==> src/rtl/vanilla_sb_clear_pkg.sv <==
// Shared types for the vanilla core scoreboard-clear scheduler.
package vanilla_sb_clear_pkg;

  // Which writeback source owns the RF write port in a given cycle.
  typedef enum logic [1:0] {
    e_src_none   = 2'd0,
    e_src_remote = 2'd1,
    e_src_idiv   = 2'd2
  } sb_clear_src_e;

  localparam int unsigned default_data_width_lp     = 32;
  localparam int unsigned default_reg_addr_width_lp = 5;

  // Remote response entry layout for the default configuration; the FIFO
  // stores the same {id, data} packing as a flat vector so that non-default
  // widths work too.
  typedef struct packed {
    logic [default_reg_addr_width_lp-1:0] id;
    logic [default_data_width_lp-1:0]     data;
  } remote_resp_s;

endpackage

==> src/rtl/vanilla_sb_resp_fifo.sv <==
// Circular buffer for remote load responses. The producer cannot be stalled,
// so a write while full is dropped (and reported) unless a read frees the
// head slot in the same cycle.
module vanilla_sb_resp_fifo #(
  parameter int width_p = 37,
  parameter int els_p   = 2
) (
  input  logic               clk_i,
  input  logic               reset_i,
  input  logic               v_i,
  input  logic [width_p-1:0] data_i,
  input  logic               yumi_i,
  output logic [width_p-1:0] data_o,
  output logic               full_o,
  output logic               empty_o,
  output logic               dropped_o
);

  localparam int ptr_w_lp = (els_p > 1) ? $clog2(els_p) : 1;
  localparam int cnt_w_lp = $clog2(els_p + 1);
  localparam logic [cnt_w_lp-1:0] els_lp = cnt_w_lp'(els_p);

  logic [width_p-1:0]  mem_r [els_p];
  logic [ptr_w_lp-1:0] wptr_r;
  logic [ptr_w_lp-1:0] rptr_r;
  logic [cnt_w_lp-1:0] count_r;
  logic                enq_s;
  logic                deq_s;

  // Status flags and enqueue/dequeue qualification from the current count.
  always_comb begin
    full_o    = (count_r == els_lp);
    empty_o   = (count_r == cnt_w_lp'(0));
    deq_s     = yumi_i & ~empty_o;
    enq_s     = v_i & (~full_o | deq_s);
    dropped_o = v_i & full_o & ~deq_s;
    data_o    = mem_r[rptr_r];
  end

  // Entry storage; write slot equals the head slot only when a simultaneous
  // dequeue has already consumed it.
  always_ff @(posedge clk_i or posedge reset_i) begin
    if (reset_i) begin
      for (int i = 0; i < els_p; i++) begin
        mem_r[i] <= '0;
      end
    end else if (enq_s) begin
      mem_r[wptr_r] <= data_i;
    end else begin
      mem_r[wptr_r] <= mem_r[wptr_r];
    end
  end

  // Pointers and occupancy; power-of-2 depth lets the pointers wrap naturally.
  always_ff @(posedge clk_i or posedge reset_i) begin
    if (reset_i) begin
      wptr_r  <= '0;
      rptr_r  <= '0;
      count_r <= '0;
    end else begin
      if (enq_s) wptr_r <= wptr_r + ptr_w_lp'(1);
      else       wptr_r <= wptr_r;
      if (deq_s) rptr_r <= rptr_r + ptr_w_lp'(1);
      else       rptr_r <= rptr_r;
      case ({enq_s, deq_s})
        2'b10:   count_r <= count_r + cnt_w_lp'(1);
        2'b01:   count_r <= count_r - cnt_w_lp'(1);
        default: count_r <= count_r;
      endcase
    end
  end

endmodule

==> src/rtl/vanilla_sb_clear_scheduler.sv <==
// Arbitrates the integer RF write port and scoreboard-clear channel between
// the pipeline writeback, buffered remote load responses and the idiv unit.
module vanilla_sb_clear_scheduler
  import vanilla_sb_clear_pkg::*;
#(
  parameter int data_width_p     = 32,
  parameter int reg_addr_width_p = 5,
  parameter int fifo_els_p       = 2,
  parameter int starve_limit_p   = 4
) (
  input  logic                        clk_i,
  input  logic                        reset_i,
  input  logic                        pipe_wb_v_i,
  input  logic                        remote_v_i,
  input  logic [reg_addr_width_p-1:0] remote_id_i,
  input  logic [data_width_p-1:0]     remote_data_i,
  output logic                        remote_fifo_full_o,
  input  logic                        idiv_v_i,
  input  logic [reg_addr_width_p-1:0] idiv_id_i,
  input  logic [data_width_p-1:0]     idiv_data_i,
  output logic                        idiv_yumi_o,
  output logic                        rf_w_v_o,
  output logic [reg_addr_width_p-1:0] rf_w_addr_o,
  output logic [data_width_p-1:0]     rf_w_data_o,
  output logic                        sb_clear_o,
  output logic [reg_addr_width_p-1:0] sb_clear_id_o,
  output logic                        overflow_o
);

  localparam int entry_w_lp  = reg_addr_width_p + data_width_p;
  localparam int starve_w_lp = $clog2(starve_limit_p + 1);
  localparam logic [starve_w_lp-1:0] starve_max_lp = starve_w_lp'(starve_limit_p);

  logic [entry_w_lp-1:0]       fifo_head_s;
  logic                        fifo_full_s;
  logic                        fifo_empty_s;
  logic                        fifo_dropped_s;
  sb_clear_src_e               grant_src_s;
  logic [reg_addr_width_p-1:0] win_id_s;
  logic [data_width_p-1:0]     win_data_s;
  logic                        granted_s;
  logic [starve_w_lp-1:0]      starve_r;
  logic                        overflow_r;

  vanilla_sb_resp_fifo #(
    .width_p (entry_w_lp),
    .els_p   (fifo_els_p)
  ) resp_fifo (
    .clk_i     (clk_i),
    .reset_i   (reset_i),
    .v_i       (remote_v_i),
    .data_i    ({remote_id_i, remote_data_i}),
    .yumi_i    (grant_src_s == e_src_remote),
    .data_o    (fifo_head_s),
    .full_o    (fifo_full_s),
    .empty_o   (fifo_empty_s),
    .dropped_o (fifo_dropped_s)
  );

  // Pick the port owner: pipeline blocks everyone, remote beats idiv until
  // idiv has lost starve_limit_p contended cycles in a row.
  always_comb begin
    grant_src_s = e_src_none;
    if (reset_i || pipe_wb_v_i) begin
      grant_src_s = e_src_none;
    end else if (!fifo_empty_s && idiv_v_i) begin
      grant_src_s = (starve_r == starve_max_lp) ? e_src_idiv : e_src_remote;
    end else if (!fifo_empty_s) begin
      grant_src_s = e_src_remote;
    end else if (idiv_v_i) begin
      grant_src_s = e_src_idiv;
    end else begin
      grant_src_s = e_src_none;
    end
  end

  // Route the winner onto the write port; x0 still clears but never writes.
  always_comb begin
    win_id_s   = '0;
    win_data_s = '0;
    case (grant_src_s)
      e_src_remote: {win_id_s, win_data_s} = fifo_head_s;
      e_src_idiv: begin
        win_id_s   = idiv_id_i;
        win_data_s = idiv_data_i;
      end
      default: begin
        win_id_s   = '0;
        win_data_s = '0;
      end
    endcase
    granted_s          = (grant_src_s != e_src_none);
    rf_w_v_o           = granted_s & (win_id_s != '0);
    rf_w_addr_o        = win_id_s;
    rf_w_data_o        = win_data_s;
    sb_clear_o         = granted_s;
    sb_clear_id_o      = win_id_s;
    idiv_yumi_o        = (grant_src_s == e_src_idiv);
    remote_fifo_full_o = fifo_full_s & ~reset_i;
    overflow_o         = overflow_r;
  end

  // Count consecutive contended cycles that idiv lost to remote.
  always_ff @(posedge clk_i or posedge reset_i) begin
    if (reset_i) begin
      starve_r <= '0;
    end else if (pipe_wb_v_i) begin
      starve_r <= starve_r;
    end else if (!idiv_v_i || (grant_src_s == e_src_idiv)) begin
      starve_r <= '0;
    end else if ((grant_src_s == e_src_remote) && (starve_r != starve_max_lp)) begin
      starve_r <= starve_r + starve_w_lp'(1);
    end else begin
      starve_r <= starve_r;
    end
  end

  // Sticky flag once a remote response has been lost.
  always_ff @(posedge clk_i or posedge reset_i) begin
    if (reset_i) begin
      overflow_r <= 1'b0;
    end else if (fifo_dropped_s) begin
      overflow_r <= 1'b1;
    end else begin
      overflow_r <= overflow_r;
    end
  end

endmodule

==> config.mk <==
export PLATFORM = sky130hd
export DESIGN_NAME = vanilla_sb_clear_scheduler
export DESIGN_NICKNAME = d
export VERILOG_FILES = /design/src/rtl/vanilla_sb_clear_pkg.sv /design/src/rtl/vanilla_sb_resp_fifo.sv /design/src/rtl/vanilla_sb_clear_scheduler.sv
export SDC_FILE = /design/constraint.sdc
export NUM_CORES = 1
export LEC_CHECK = 0
export CORE_UTILIZATION = 45
export CTS_BUF_LIST = sky130_fd_sc_hd__clkbuf_2 sky130_fd_sc_hd__clkbuf_4 sky130_fd_sc_hd__clkbuf_8
export CTS_CLUSTER_SIZE = 12
export DETAILED_ROUTE_END_ITERATION = 12
export GPL_ROUTABILITY_DRIVEN = 0
export PLACE_DENSITY_LB_ADDON = 0.05
export SYNTH_ARGS = -nofsm -noshare
export SYNTH_HDL_FRONTEND = slang
export SYNTH_SLANG_ARGS = --single-unit
export TNS_END_PERCENT = 50
==> constraint.sdc <==
create_clock -name clk_i -period 3.8 [get_ports clk_i]
set_input_delay 0.57 -clock clk_i [delete_from_list [all_inputs] [get_ports clk_i]]
set_output_delay 0.57 -clock clk_i [all_outputs]
set_load 0.05 [all_outputs]
* After elaboration in Yosys (flattened, before gate mapping)
Cells that the tools add are included. Widths: inputs -> output; s select.
Cells by class: reductions and logical operators 13, eq/ne operators 7, mux-type cells 21, $lt $le $gt $ge 3, add/subtract/negate cells 5, bitwise logic cells 14
Operators by type and width (number):
- $mux 37 | 7
- $bwmux 74 | 2
- $mux 74 | 1
- $pmux 32 s2 | 1
- $demux 37 s1 | 1
- $mux 2 | 5
- $pmux 5 s2 | 1
- $and 1x1->1 | 6
- $eq 2x2->1 const B | 3
- $mux 3 | 2
- $reduce_bool 2->1 | 3
- $not 1->1 | 5
- $reduce_bool 5->1 | 1
- $eq 2x1->1 const B | 2
- $ge 2x2->1 const B | 2
- $not 1->2 | 2
- $pmux 2 s2 | 1
- $add 3x1->3 const B | 1
- $eq 3x3->1 const B | 1
- $logic_and 1x1->1 | 3
- $ne 3x3->1 const B | 1
- $add 1x1->1 const B | 2
- $add 2x1->2 const B | 1
- $logic_not 1->1 | 2
- other kinds (6) | 7
Storage, ports and cells: output and inout bits 47, logic and storage cells 70, register bits 82, bits of input ports 79

* Longest topological paths before layout
depth after elaboration 11, gate-level depth with buffers 12, mapped depth without buffers 12

* Cells and area by module
A second synthesis with hierarchy kept.
Second synthesis, totals: cells, all modules 349, area total of the unflattened synthesis 4446.8 µm²
By module, submodules not included:
- vanilla_sb_resp_fifo | area each 3567.2 µm², seq. area each 1951.9 µm², cells an instance 217, times used 1
- vanilla_sb_clear_scheduler | area each 879.6 µm², seq. area each 100.1 µm², cells an instance 132, times used 1

* Worst setup path after synthesis
Ideal clock, no wire load.
kind reg2out, start register starve_r[0], end output rf_w_v_o, data required time 3.230 ns, data arrival time 3.900 ns, buffers on the path 1, setup slack -0.670 ns, stages on the path, launching flop included 12, cell sequence dfrtp_1 -> inv_1 -> ha_1 -> and2_1 -> a2111o_1 -> inv_1 -> ha_1 -> buf_2 -> nand2_1 -> o21ai_0 -> nor4_1 -> a21oi_1
Between the ends: cells in the longest elaborated chain, start to end 8, elaborated cells between the ends (all ways) 10, those cells by class eq/ne (3); mux (4); bitwise (1); reduce/logical (2)
Ends and longest elaborated chain:
- start, declared | line vanilla_sb_clear_scheduler.sv:42 | logic [starve_w_lp-1:0] starve_r;
- start signal, assigned | line vanilla_sb_clear_scheduler.sv:108 | starve_r <= starve_r;
- start signal, assigned | line vanilla_sb_clear_scheduler.sv:112 | starve_r <= starve_r + starve_w_lp'(1);
- start signal, assigned | line vanilla_sb_clear_scheduler.sv:114 | starve_r <= starve_r;
- $eq 3x3->1 * | line vanilla_sb_clear_scheduler.sv:67 | grant_src_s = (starve_r == starve_max_lp) ? e_src_idiv : e_src_remote;
- $mux 2 * | line vanilla_sb_clear_scheduler.sv:67
- $mux 2 * | line vanilla_sb_clear_scheduler.sv:66 | end else if (!fifo_empty_s && idiv_v_i) begin
- $mux 2 * | line vanilla_sb_clear_scheduler.sv:64 | if (reset_i || pipe_wb_v_i) begin
- $eq 2x2->1 / $eq 2x1->1 (equally long branches) | line vanilla_sb_clear_scheduler.sv:81 | case (grant_src_s)
- $pmux 5 s2 * | line vanilla_sb_clear_scheduler.sv:81
- via rf_w_addr_o[0] | line vanilla_sb_clear_scheduler.sv:23 | output logic [reg_addr_width_p-1:0] rf_w_addr_o,
- $reduce_bool 5->1 * | line vanilla_sb_clear_scheduler.sv:93 | rf_w_v_o = granted_s & (win_id_s != '0);
- $and 1x1->1 * | line vanilla_sb_clear_scheduler.sv:93
- end, declared | line vanilla_sb_clear_scheduler.sv:22 | output logic rf_w_v_o,
Mark *: on every way through the listed nets, which the timed path passes. The rest lies on a longest branch.

* Final worst setup path
start register starve_r[0], end output rf_w_v_o
Between the ends: cells in the longest elaborated chain, start to end 8, elaborated cells between the ends (all ways) 10, those cells by class eq/ne (3); mux (4); bitwise (1); reduce/logical (2)
Ends and longest elaborated chain (line):
- $eq 3x3->1 * | vanilla_sb_clear_scheduler.sv:67
- $mux 2 * | vanilla_sb_clear_scheduler.sv:67
- $mux 2 * | vanilla_sb_clear_scheduler.sv:66
- $mux 2 * | vanilla_sb_clear_scheduler.sv:64
- $eq 2x2->1 / $eq 2x1->1 (equally long branches) | vanilla_sb_clear_scheduler.sv:81
- $pmux 5 s2 | vanilla_sb_clear_scheduler.sv:81
- $reduce_bool 5->1 | vanilla_sb_clear_scheduler.sv:93
- $and 1x1->1 * | vanilla_sb_clear_scheduler.sv:93
Every way passes the cells marked *; elsewhere a longest branch is shown, timed or not.

==> summary.md <==
| Metric | Value |
|---|---|
| Status | `completed` |
| CTS Buffer Depth | `2` |
| Die extent in y | `103 um` |
| Peak Freq | `281 MHz` |
| Core Area | `~9800 sq um` |
| Largest net degree at the start of global routing | `48` |
| Crit end category | `output pin` |
| Initial DRT Pass Iterations | `4` |
| Worst reg2reg endpoint | `resp_fifo.mem_r[68]` |
| TritonCTS Sinks | `82` |
| Clk_lat worst skew | `360 ps` |
| WL/cell | `~18 um` |
| Fin Clk Skew | `10.5 ps` |
| RSZ-0062 raised after global routing | `false` |
| Area grow syn2layout | `43.3%` |
| TritonCTS Buffers | `9` |
| Initial detailed-routing violation count | `76` |
| Period utilization | `93.6%` |
| Synth Instances | `341` |
| Mapped cell area | `4570 sq um` |
| Fraction of layout cells with a size suffix above 1 | `40.5%` |
| Fin Setup TNS | `0 ps` |
| Crit path kind | `reg -> out` |
| Cells on Worst Hold Path | `1` |
| Slew HR | `42.3%` |
| Register area share after synthesis | `44.9%` |
| Worst r2r path cells | `11` |
| Number of setup violations in the final report | `0` |
| Final nets | `approximately 550` |
| Maxcap violations | `0` |
| Vias in the first global route | `3191` |
| Htree depth | `3` |
| First-pass GRT wire length | `17100 um` |
| Nature of the critical path startpoint | `flop` |
| Leakage power | `between 0.002 and 0.003 uW` |
| Clk slew on worst S/H paths | `roughly 80 ps` |
| Area fraction in compound gates after synthesis | `7.36%` |
| Hold EP | `overflow_o` |
| Slew at the pin closest to its max-slew limit | `about 860 ps` |
| Post-synthesis xor/xnor area fraction | `0.957%` |
| Gates resized, CTS repair | `0` |
| Crit Path Max Fanout | `16` |
| Final Max Tran Viols | `0` |
| Final HPWL DP | `7510 um` |
| Cell Pwr Density | `between 600 and 700 nW/um^2` |
| Most frequent cells in the layout | `81 x clkdlybuf4s50_1, 81 x dfrtp_1, 60 x mux2_4` |
| I/O Buffers | `125` |
| Hold Crit Start | `overflow_o` |
| Hold buffers post-CTS | `0` |
| Initial Util | `a little under half` |
| Filler cells | `~790` |
| Storage element area | `between 2000 and 2500 sq um` |
| Routed vias | `3129` |
| Clk root buf | `clkbuf_8` |
| Final Hold Viols | `0` |
| Fin util | `about two thirds` |
| Total congestion overflow | `0` |
| Initial antenna violation count | `0` |
| Flop2flop setup slack | `870 ps` |
| CP most frequent cell | `ha_1` |
| Simple-Gate Fraction of Synth Area | `7.74%` |
| Pwr Total | `4340 uW` |
| Mean Syn Cell Area | `13.4 sq um` |
| GRT Resource Usage Total | `a little over a fifth` |
| Peak supply drop | `365 uV` |
| Routed wire length | `10800 um` |
| DRC errors left | `0` |
| Synth Net Count | `426` |
| Multi-input logic area | `2290 sq um` |
| CP cell instances | `inv_1, ha_1, and2_1, a2111o_1, ha_1, buf_4, nand3_1, o21ai_1, nor4_1, a21oi_2, buf_12` |
| Routed Antenna Nets | `0` |
| Flops & latches, synth | `82` |
| # rows | `36` |
| Vias/cell | `5.20` |
| Die area | `10600 sq um` |
| Mux share of post-synthesis cell area | `32.1%` |
| Worst r2r src | `starve_r[0]` |
| CP max stage delay | `about 460 ps` |
| Worst path required time | `3230 ps` |
| Tmin final | `3560 ps` |
| Main combinational cell family by area after synthesis | `multiplexers` |
| Antenna diode count | `0` |
| I/O pin total | `126` |
| Setup bufs post-CTS | `0` |
| Adder-Cell Fraction of Synth Area | `1.64%` |
| Hold Path Class | `reg -> reg` |
| CP arrival | `2990 ps` |
| Yosys warns | `0` |
| Crit-path slowest cell | `a2111o_1` |
| CTS tree | `built` |
| Distinct cells, synth | `37` |
| Chip width | `between 100 and 150 um` |
==> critical path, delay by kind of cell (launching register included) <==
kind | cells | cell delay, ps
flip-flops | 1 | 380
AND/OR/NAND/NOR | 3 | 570
AO/OA/AOI/OAI | 3 | 680
buffers and inverters | 3 | 440
adder cells (fa/ha/maj) | 2 | 550
==> where the power goes <==
part | internal, uW | leakage (uW) | switching (uW)
Combinational | 1280 | 0.00173 | 826
Clock | 337 | 0.000103 | 318
Sequential | 1310 | 0.000966 | 269
==> sequential cells by signal, summed over array words and instances (netlist names) <==
name / count
overflow_o: 1
resp_fifo.mem_r: 74
resp_fifo.count_r: 2
resp_fifo.rptr_r: 1
resp_fifo.wptr_r: 1
starve_r: 3
==> synthesized netlist by cell type, drive strengths merged <==
library cell  count  area share (%)
nand4b            1            0.19
o211ai            1            0.16
nor2              5            0.77
a21o              1            0.19
nand3b            1            0.16
a32o              1            0.22
a22oi            32             5.3
nor3b             2            0.44
mux2            107              31
a21boi            1            0.16
a21oi             2            0.22
inv               7            0.57
nand3             5            0.55
o21bai            1            0.16
mux2i             4            0.88
o21ai             5            0.55
dfrtp            82              45
buf              19             4.0
a22o              1            0.19
xnor2             3            0.57
nand2b            2            0.44
nor4              1            0.14
ha                6             1.6
and2              1            0.14
nor2b            33             4.5
nand2             5            0.41
xor2              2            0.38
a2111o            1            0.25
clkbuf            9            0.74
==> area by class of cell <==
| class | instances | share of cell area, % |
|---|---|---|
| timing repair buffer | 140 | 27.7 |
| tap | 133 | 2.54 |
| clock buffer | 12 | 2.33 |
| clock inverter | 4 | 0.783 |
| sequential | 82 | 31.3 |
| inverter | 7 | 0.420 |
| multi-input combinational | 224 | 34.9 |
==> per-stage QoR <==
stage / cell area [sq um] / worst slack [ps] / cells / hold WS [ps]
after detailed placement: 6350 / 412 / 586 / 449
after global placement: 6350 / 462 / 586 / 444
after global routing: 6550 / 67.7 / 602 / 499
final: 6550 / 243 / 602 / 466
after CTS: 6550 / 221 / 602 / 474
after floorplan: 4580 / 41.3 / 341 / 467
==> worst max-delay path by stage <==
stage | start | end | cells past startpoint
after floorplan | starve_r[0] | rf_w_v_o | 11
after global placement | reset_i | rf_w_v_o | 9
after detailed placement | reset_i | rf_w_v_o | 9
after CTS | starve_r[0] | rf_w_v_o | 11
after global routing | starve_r[0] | rf_w_v_o | 11
final | starve_r[0] | rf_w_v_o | 11
==> logic make-up (layout without fill, tap and decap cells) <==
logic type,Yosys count,after routing
xor+xnor,5,5
flops,82,82
compound gates,46,46
simple gates,56,56
buf+inv,35,163
mux,111,111
fa+ha+maj,6,6
==> layer usage <==
metal | GRT usage (%) | part of all wire [%] | vias to the layer above
met5 | 0 | 0 | -
met4 | 7.58 | 1.5 | 0
met3 | 4.81 | 5.5 | 13
met2 | 34.1 | 47 | 93
met1 | 29.4 | 46 | 1562
li1 | - | - | 1461
(Power assumes the default switching activity.)
